File: config.mk
export PLATFORM = sky130hd
export DESIGN_NAME = vga_timing_gen_p_flat
export DESIGN_NICKNAME = d
export VERILOG_FILES = /design/src/rtl/vga_timing_gen_p_if.sv /design/src/rtl/vga_timing_gen_p.sv /design/src/flat_wrapper.sv
export SDC_FILE = /design/constraint.sdc
export NUM_CORES = 1
export LEC_CHECK = 0
export BUFFER_PORTS_ARGS = -buffer_cell sky130_fd_sc_hd__buf_2
export CAP_MARGIN = 15
export CORE_MARGIN = 10
export CORE_UTILIZATION = 52
export CTS_CLUSTER_SIZE = 16
export DETAILED_ROUTE_END_ITERATION = 10
export PLACE_DENSITY = 0.77
export SYNTH_ARGS = -nofsm -noshare
export SYNTH_HDL_FRONTEND = slang
export SYNTH_SLANG_ARGS = --single-unit
export TNS_END_PERCENT = 20
File: constraint.sdc
create_clock -name clk_vga -period 3.1 [get_ports clk_vga]
set_clock_uncertainty 0.15 [all_clocks]
set_input_delay 0.465 -clock clk_vga [delete_from_list [all_inputs] [get_ports clk_vga]]
set_output_delay 0.465 -clock clk_vga [all_outputs]
set_load 0.1 [all_outputs]
File: src/rtl/vga_timing_gen_p_if.sv
// vga_timing_gen_p_if: pixel request/return channel plus VGA output bundle of the timing core
interface vga_timing_gen_p_if #(
    parameter int COLOR_W = 12,
    parameter int X_W     = 11,
    parameter int Y_W     = 10,
    parameter int FCNT_W  = 8
);
    logic               req_valid;
    logic [X_W-1:0]     req_x;
    logic [Y_W-1:0]     req_y;
    logic [COLOR_W-1:0] pix_data;
    logic [COLOR_W-1:0] vga_rgb;
    logic               vga_hs;
    logic               vga_vs;
    logic               vga_de;
    logic               line_start;
    logic               frame_start;
    logic [FCNT_W-1:0]  frame_cnt;
    logic               running;

    modport master (
        output req_valid, req_x, req_y, vga_rgb, vga_hs, vga_vs, vga_de,
               line_start, frame_start, frame_cnt, running,
        input  pix_data
    );

    modport slave (
        input  req_valid, req_x, req_y, vga_rgb, vga_hs, vga_vs, vga_de,
               line_start, frame_start, frame_cnt, running,
        output pix_data
    );
endinterface

File: src/rtl/vga_timing_gen_p.sv
// vga_timing_gen_p: parametrised VGA timing core with early pixel requests and frame-aligned run/stop
module vga_timing_gen_p #(
    parameter int H_DISP   = 1024,
    parameter int H_FRONT  = 24,
    parameter int H_SYNC   = 136,
    parameter int H_BACK   = 160,
    parameter int V_DISP   = 768,
    parameter int V_FRONT  = 3,
    parameter int V_SYNC   = 6,
    parameter int V_BACK   = 29,
    parameter bit HS_POL   = 1'b0,
    parameter bit VS_POL   = 1'b0,
    parameter int COLOR_W  = 12,
    parameter int X_W      = 11,
    parameter int Y_W      = 10,
    parameter int DATA_LAT = 1,
    parameter int FCNT_W   = 8
) (
    input  logic               clk_vga,
    input  logic               rst,
    input  logic               en,
    vga_timing_gen_p_if.master bus
);
    localparam int H_TOTAL = H_DISP + H_FRONT + H_SYNC + H_BACK;
    localparam int V_TOTAL = V_DISP + V_FRONT + V_SYNC + V_BACK;
    localparam logic [X_W-1:0] H_DE_END = X_W'(H_DISP);
    localparam logic [X_W-1:0] H_HS_BEG = X_W'(H_DISP + H_FRONT);
    localparam logic [X_W-1:0] H_HS_END = X_W'(H_DISP + H_FRONT + H_SYNC);
    localparam logic [X_W-1:0] H_LAST   = X_W'(H_TOTAL - 1);
    localparam logic [Y_W-1:0] V_DE_END = Y_W'(V_DISP);
    localparam logic [Y_W-1:0] V_VS_BEG = Y_W'(V_DISP + V_FRONT);
    localparam logic [Y_W-1:0] V_VS_END = Y_W'(V_DISP + V_FRONT + V_SYNC);
    localparam logic [Y_W-1:0] V_LAST   = Y_W'(V_TOTAL - 1);

    typedef enum logic [1:0] {IDLE, RUN, DRAIN} state_t;

    state_t             r_state;
    logic               r_running;
    logic [X_W-1:0]     r_hcnt;
    logic [Y_W-1:0]     r_vcnt;
    logic [COLOR_W-1:0] r_rgb;
    logic               r_de, r_hs, r_vs, r_ls, r_fs;
    logic [FCNT_W-1:0]  r_fcnt;
    logic               w_last, w_h_last, w_de0, w_hs0, w_vs0, w_x0;
    logic [4:0]         w_s0, w_dly;

    assign w_h_last = r_hcnt == H_LAST;
    assign w_last   = w_h_last && r_vcnt == V_LAST;
    assign w_de0    = r_running && r_hcnt < H_DE_END && r_vcnt < V_DE_END;
    assign w_hs0    = r_running && r_hcnt >= H_HS_BEG && r_hcnt < H_HS_END;
    assign w_vs0    = r_running && r_vcnt >= V_VS_BEG && r_vcnt < V_VS_END;
    assign w_x0     = w_de0 && r_hcnt == '0;
    // Stage-0 flag bundle: {de, hs, vs, line_start, frame_start}
    assign w_s0     = {w_de0, w_hs0, w_vs0, w_x0, w_x0 && r_vcnt == '0};

    assign bus.req_valid   = w_de0;
    assign bus.req_x       = w_de0 ? r_hcnt : '0;
    assign bus.req_y       = w_de0 ? r_vcnt : '0;
    assign bus.vga_rgb     = r_rgb;
    assign bus.vga_de      = r_de;
    assign bus.vga_hs      = r_hs;
    assign bus.vga_vs      = r_vs;
    assign bus.line_start  = r_ls;
    assign bus.frame_start = r_fs;
    assign bus.frame_cnt   = r_fcnt;
    assign bus.running     = r_running;

    // Run/stop FSM and raster counters; a stop request only lands on the last pixel of a frame
    always_ff @(posedge clk_vga) begin
        if (rst) begin
            r_state   <= IDLE;
            r_running <= 1'b0;
            r_hcnt    <= '0;
            r_vcnt    <= '0;
        end else begin
            if (r_running) begin
                r_hcnt <= w_h_last ? '0 : r_hcnt + 1'b1;
                if (w_h_last)
                    r_vcnt <= (r_vcnt == V_LAST) ? '0 : r_vcnt + 1'b1;
            end
            case (r_state)
                IDLE: begin
                    r_state   <= en ? RUN : IDLE;
                    r_running <= en;
                end
                default: begin
                    if (!en && w_last) begin
                        r_state   <= IDLE;
                        r_running <= 1'b0;
                    end else begin
                        r_state <= en ? RUN : DRAIN;
                    end
                end
            endcase
        end
    end

    generate
        if (DATA_LAT == 0) begin : g_nodly
            assign w_dly = w_s0;
        end else begin : g_dly
            logic [4:0] r_sr [DATA_LAT];
            // Flag delay line matching the pixel source latency; keeps shifting while idle
            always_ff @(posedge clk_vga) begin
                if (rst) begin
                    for (int i = 0; i < DATA_LAT; i++) r_sr[i] <= '0;
                end else begin
                    r_sr[0] <= w_s0;
                    for (int i = 1; i < DATA_LAT; i++) r_sr[i] <= r_sr[i-1];
                end
            end
            assign w_dly = r_sr[DATA_LAT-1];
        end
    endgenerate

    // Output register: applies sync polarity and captures pixel data only while the delayed DE is high
    always_ff @(posedge clk_vga) begin
        if (rst) begin
            r_rgb  <= '0;
            r_de   <= 1'b0;
            r_hs   <= ~HS_POL;
            r_vs   <= ~VS_POL;
            r_ls   <= 1'b0;
            r_fs   <= 1'b0;
            r_fcnt <= '0;
        end else begin
            r_de   <= w_dly[4];
            r_rgb  <= w_dly[4] ? bus.pix_data : '0;
            r_hs   <= w_dly[3] ? HS_POL : ~HS_POL;
            r_vs   <= w_dly[2] ? VS_POL : ~VS_POL;
            r_ls   <= w_dly[1];
            r_fs   <= w_dly[0];
            r_fcnt <= r_fcnt + FCNT_W'(w_dly[0]);
        end
    end
endmodule
File: src/flat_wrapper.sv
// flat-port wrapper written by rule: the top's interface ports become plain ports
module vga_timing_gen_p_flat 
#(
    parameter int H_DISP   = 1024,
    parameter int H_FRONT  = 24,
    parameter int H_SYNC   = 136,
    parameter int H_BACK   = 160,
    parameter int V_DISP   = 768,
    parameter int V_FRONT  = 3,
    parameter int V_SYNC   = 6,
    parameter int V_BACK   = 29,
    parameter bit HS_POL   = 1'b0,
    parameter bit VS_POL   = 1'b0,
    parameter int COLOR_W  = 12,
    parameter int X_W      = 11,
    parameter int Y_W      = 10,
    parameter int DATA_LAT = 1,
    parameter int FCNT_W   = 8
)
  (clk_vga, rst, en, bus_req_valid, bus_req_x, bus_req_y, bus_vga_rgb, bus_vga_hs, bus_vga_vs, bus_vga_de, bus_line_start, bus_frame_start, bus_frame_cnt, bus_running, bus_pix_data);
  vga_timing_gen_p_if #(.COLOR_W(COLOR_W), .X_W(X_W), .Y_W(Y_W), .FCNT_W(FCNT_W)) bus_i ();
  input  logic clk_vga;
  input  logic rst;
  input  logic en;
  output wire logic [$bits(bus_i.req_valid)-1:0] bus_req_valid;
  output wire logic [$bits(bus_i.req_x)-1:0] bus_req_x;
  output wire logic [$bits(bus_i.req_y)-1:0] bus_req_y;
  output wire logic [$bits(bus_i.vga_rgb)-1:0] bus_vga_rgb;
  output wire logic [$bits(bus_i.vga_hs)-1:0] bus_vga_hs;
  output wire logic [$bits(bus_i.vga_vs)-1:0] bus_vga_vs;
  output wire logic [$bits(bus_i.vga_de)-1:0] bus_vga_de;
  output wire logic [$bits(bus_i.line_start)-1:0] bus_line_start;
  output wire logic [$bits(bus_i.frame_start)-1:0] bus_frame_start;
  output wire logic [$bits(bus_i.frame_cnt)-1:0] bus_frame_cnt;
  output wire logic [$bits(bus_i.running)-1:0] bus_running;
  input wire logic [$bits(bus_i.pix_data)-1:0] bus_pix_data;
  assign bus_req_valid = bus_i.req_valid;
  assign bus_req_x = bus_i.req_x;
  assign bus_req_y = bus_i.req_y;
  assign bus_vga_rgb = bus_i.vga_rgb;
  assign bus_vga_hs = bus_i.vga_hs;
  assign bus_vga_vs = bus_i.vga_vs;
  assign bus_vga_de = bus_i.vga_de;
  assign bus_line_start = bus_i.line_start;
  assign bus_frame_start = bus_i.frame_start;
  assign bus_frame_cnt = bus_i.frame_cnt;
  assign bus_running = bus_i.running;
  assign bus_i.pix_data = bus_pix_data;
  vga_timing_gen_p #(.H_DISP(H_DISP), .H_FRONT(H_FRONT), .H_SYNC(H_SYNC), .H_BACK(H_BACK), .V_DISP(V_DISP), .V_FRONT(V_FRONT), .V_SYNC(V_SYNC), .V_BACK(V_BACK), .HS_POL(HS_POL), .VS_POL(VS_POL), .COLOR_W(COLOR_W), .X_W(X_W), .Y_W(Y_W), .DATA_LAT(DATA_LAT), .FCNT_W(FCNT_W)) u_core (.clk_vga(clk_vga), .rst(rst), .en(en), .bus(bus_i));
endmodule
==> results_dict.tcl <==
set metrics [dict create \
    ant_nets 0 \
    cts_setup_buffers 0 \
    setup_viol 0 \
    n_antenna_cell 0 \
    synth_ff_type "dfxtp_1" \
    yosys_warnings 0 \
    place_inst 362 \
    synthTopCellsByArea "dfxtp_1 46%, and3_1 5.8%, ha_1 4.3%, and2_1 3.7%, xnor2_1 3.7%" \
    avgSynthCellArea_um2 8.99 \
    seq_area_frac_synth_pct 45.9 \
    endpoint "bus_req_x[3]" \
    start_util_pct 53.7 \
    fin_cells 370 \
    hold_class "in -> reg" \
    dr.first_iter.drc_count 162 \
    regArea_mm2 0.00108 \
    ys_seq_elements 54 \
    drive_above_1_share_pct 23.6 \
    antenna_found_initial 0 \
    critPathSlowestCell "buf_2" \
    placedInstanceArea_mm2 0.00266 \
    route.detailed.drc 0 \
    p_per_area_mw_per_mm2 478 \
    grtUsageMet3_pct 4.12 \
    yosys.area.top_type "dfxtp_1" \
    use_met2_pct 24.1 \
    num_vias 1972 \
    wl_per_cell_um 15.1 \
    grt_overflow_total 0 \
    cts_tree "built" \
    cts_buffer_depth 2 \
    rrSetupSlack_ps 820 \
    synth-edff-count 0 \
    final_area_mm2 0.00277 \
    grt_pass1_vias 1903 \
    die_area_mm2 0.00762 \
    htreeDepth 2 \
    core_area_mm2 0.00438 \
    top_level_ports 63 \
    crit_required_ps 2480 \
    async_flop_share_pct 0 \
    grt-busiest-layer "met2" \
    crit_fanout 22 \
    cts_resized 0 \
    max_stage_delay_ps 430 \
    hold_viol 0 \
    cts.sinks 54 \
    status "finished clean" \
    syn_inst 262 \
    reg2reg_to "u_core.r_hcnt[6]$_SDFFE_PP0P_" \
    postCtsHoldBufs 0 \
    yosys-top-cells-count "54 x dfxtp_1, 22 x and3_1, 22 x nor2_1, 14 x and2_1" \
    clk_pin_slew_ps 90 \
    timing.rr.start "u_core.r_hcnt[0]$_SDFFE_PP0P_" \
    maxCapViolCount 0 \
    via_per_inst 5.33 \
    leakage_nw 1.24 \
    fin_tns_setup_ps 0 \
    critPathLaunch "u_core.r_vcnt[8]$_SDFFE_PP0P_" \
    final_nets 340 \
    place_congestion 0.859 \
    nFillCells 388 \
    vdd_drop_max_uv 259 \
    slew_violations 0 \
    synth.distinct_cells 42 \
    worst_pin_slew_ps 739 \
    firstDrtPassIters 4 \
    crit_path_end_kind "output port" \
    grt_setup_unrepaired "false" \
    die_w_um 87.3 \
    root_buffer "clkbuf_8" \
    crit_chain "a21oi_1 -> buf_4 -> and3_1 -> buf_2" \
    min_period_ps 2390 \
    grtUsageTotal_pct 14.6 \
    timing.fmax_mhz 418 \
    p_total_mw 1.32 \
    num_rows 24 \
    grt_max_degree 34 \
    cts_buffers 5 \
    drt-total-wl_mm 5.57 \
    synth_area_mm2 0.00235 \
    area_growth_pct 17.6 \
    slew_headroom_pct 50.3 \
    synth_nets 285 \
    port_buffers 61 \
    r2r_cells 5 \
    synth_top_area_share_pct 45.9 \
    dpl.hpwl_mm 4.11 \
    insertion_delay_ps 310 \
    cp_data_arrival_time_ps 1780 \
    critical_path_class "reg -> out" \
    grt_util_met1_pct 17.6 \
    die_y_um 87.3 \
    startpoint_type "register" \
    finalCritPeriodShare_pct 77.2 \
    multi_input_area_mm2 0.00115 \
    synth_most_common_cell "dfxtp_1" \
    grt_pass1_wl_mm 9.19 \
]
==> power by group <==
group / leakage, nW / switching, mW / internal (mW)
Clock: 0.0514 / 0.222 / 0.241
Combinational: 0.751 / 0.110 / 0.0324
Sequential: 0.437 / 0.0106 / 0.707
==> placed cells by master, fill, tap and decap left out, types with 4 or more instances in the layout <==
| master | instances |
|---|---|
| nand2_1 | 11 |
| or3_1 | 7 |
| nand2b_1 | 4 |
| nand3_1 | 11 |
| and2_1 | 14 |
| inv_1 | 10 |
| nor4_1 | 4 |
| nor2_1 | 22 |
| and3_1 | 22 |
| nor3_1 | 10 |
| dfxtp_1 | 54 |
| xor2_1 | 6 |
| clkbuf_8 | 5 |
| nor2b_1 | 6 |
| a21oi_1 | 11 |
| buf_2 | 61 |
| xnor2_1 | 10 |
| ha_1 | 8 |
| nand4_1 | 8 |
| o21ai_0 | 7 |
==> critical path, delay by kind of cell, from the launching register on <==
kind                   cells  cell delay [ps]
buffers and inverters      2              680
DFF                        1              400
AOI/OAI and AO/OA          1              220
and+or+nand+nor            1              180
==> stage by stage <==
stage,hold slack [ps],worst slack (ps),util [%]
floorplan,206,98.2,-
global placement,208,889,60.6
detailed placement,213,814,60.6
CTS,169,695,63.2
global route,180,571,63.2
finish,179,706,63.2
==> logic make-up (layout without fill, tap and decap cells) <==
group / count (synthesis) / after routing / synth area share (%)
compound gates: 25 / 25 / 6.00
fa+ha+maj: 8 / 8 / 4.25
xor+xnor: 16 / 16 / 5.95
mux: 1 / 1 / 0.425
buf+inv: 25 / 81 / 5.05
simple gates: 132 / 132 / 32.3
other cells: 1 / 1 / 0.159
flops: 54 / 54 / 45.9
==> worst min-delay path by stage <==
stage	end	from	slack, ps	cells after the start
after floorplan	u_core.bus.vga_hs$_SDFF_PP1_	u_core.g_dly.r_sr[0][3]$_SDFF_PP0_	210	1
after global placement	u_core.bus.vga_hs$_SDFF_PP1_	u_core.g_dly.r_sr[0][3]$_SDFF_PP0_	210	1
after detailed placement	u_core.bus.vga_hs$_SDFF_PP1_	u_core.g_dly.r_sr[0][3]$_SDFF_PP0_	210	1
after CTS	u_core.r_state[1]$_SDFF_PP0_	en	170	2
after global routing	u_core.r_state[1]$_SDFF_PP0_	en	180	2
final	u_core.r_state[1]$_SDFF_PP0_	en	180	2
==> registers in the layout, summed over array words and instances, names as in the netlist <==
| name | count |
|---|---|
| u_core.bus.vga_hs | 1 |
| u_core.bus.vga_de | 1 |
| u_core.bus.frame_cnt | 8 |
| u_core.bus.running | 1 |
| u_core.bus.vga_rgb | 12 |
| u_core.bus.frame_start | 1 |
| u_core.r_hcnt | 11 |
| u_core.g_dly.r_sr | 5 |
| u_core.bus.vga_vs | 1 |
| u_core.bus.line_start | 1 |
| u_core.r_vcnt | 10 |
| u_core.r_state | 2 |
==> routing by layer <==
| metal | share of wire (%) | routed length, µm | vias up |
|---|---|---|---|
| met5 | 0 | 0 | - |
| met1 | 42 | 2330 | 899 |
| met3 | 6.2 | 343 | 9 |
| li1 | - | - | 1015 |
| met2 | 51 | 2820 | 49 |
| met4 | 1.4 | 78 | 0 |
==> cell type report <==
cell class	instances	area share [%]
clock buffers	6	2.62
clock inverters	2	1.36
flip-flops and latches	54	39.0
repair buffers	63	11.6
multi-input cells	183	41.7
well taps	52	2.35
inverters	10	1.36
Power figures use the tool's default switching activity.
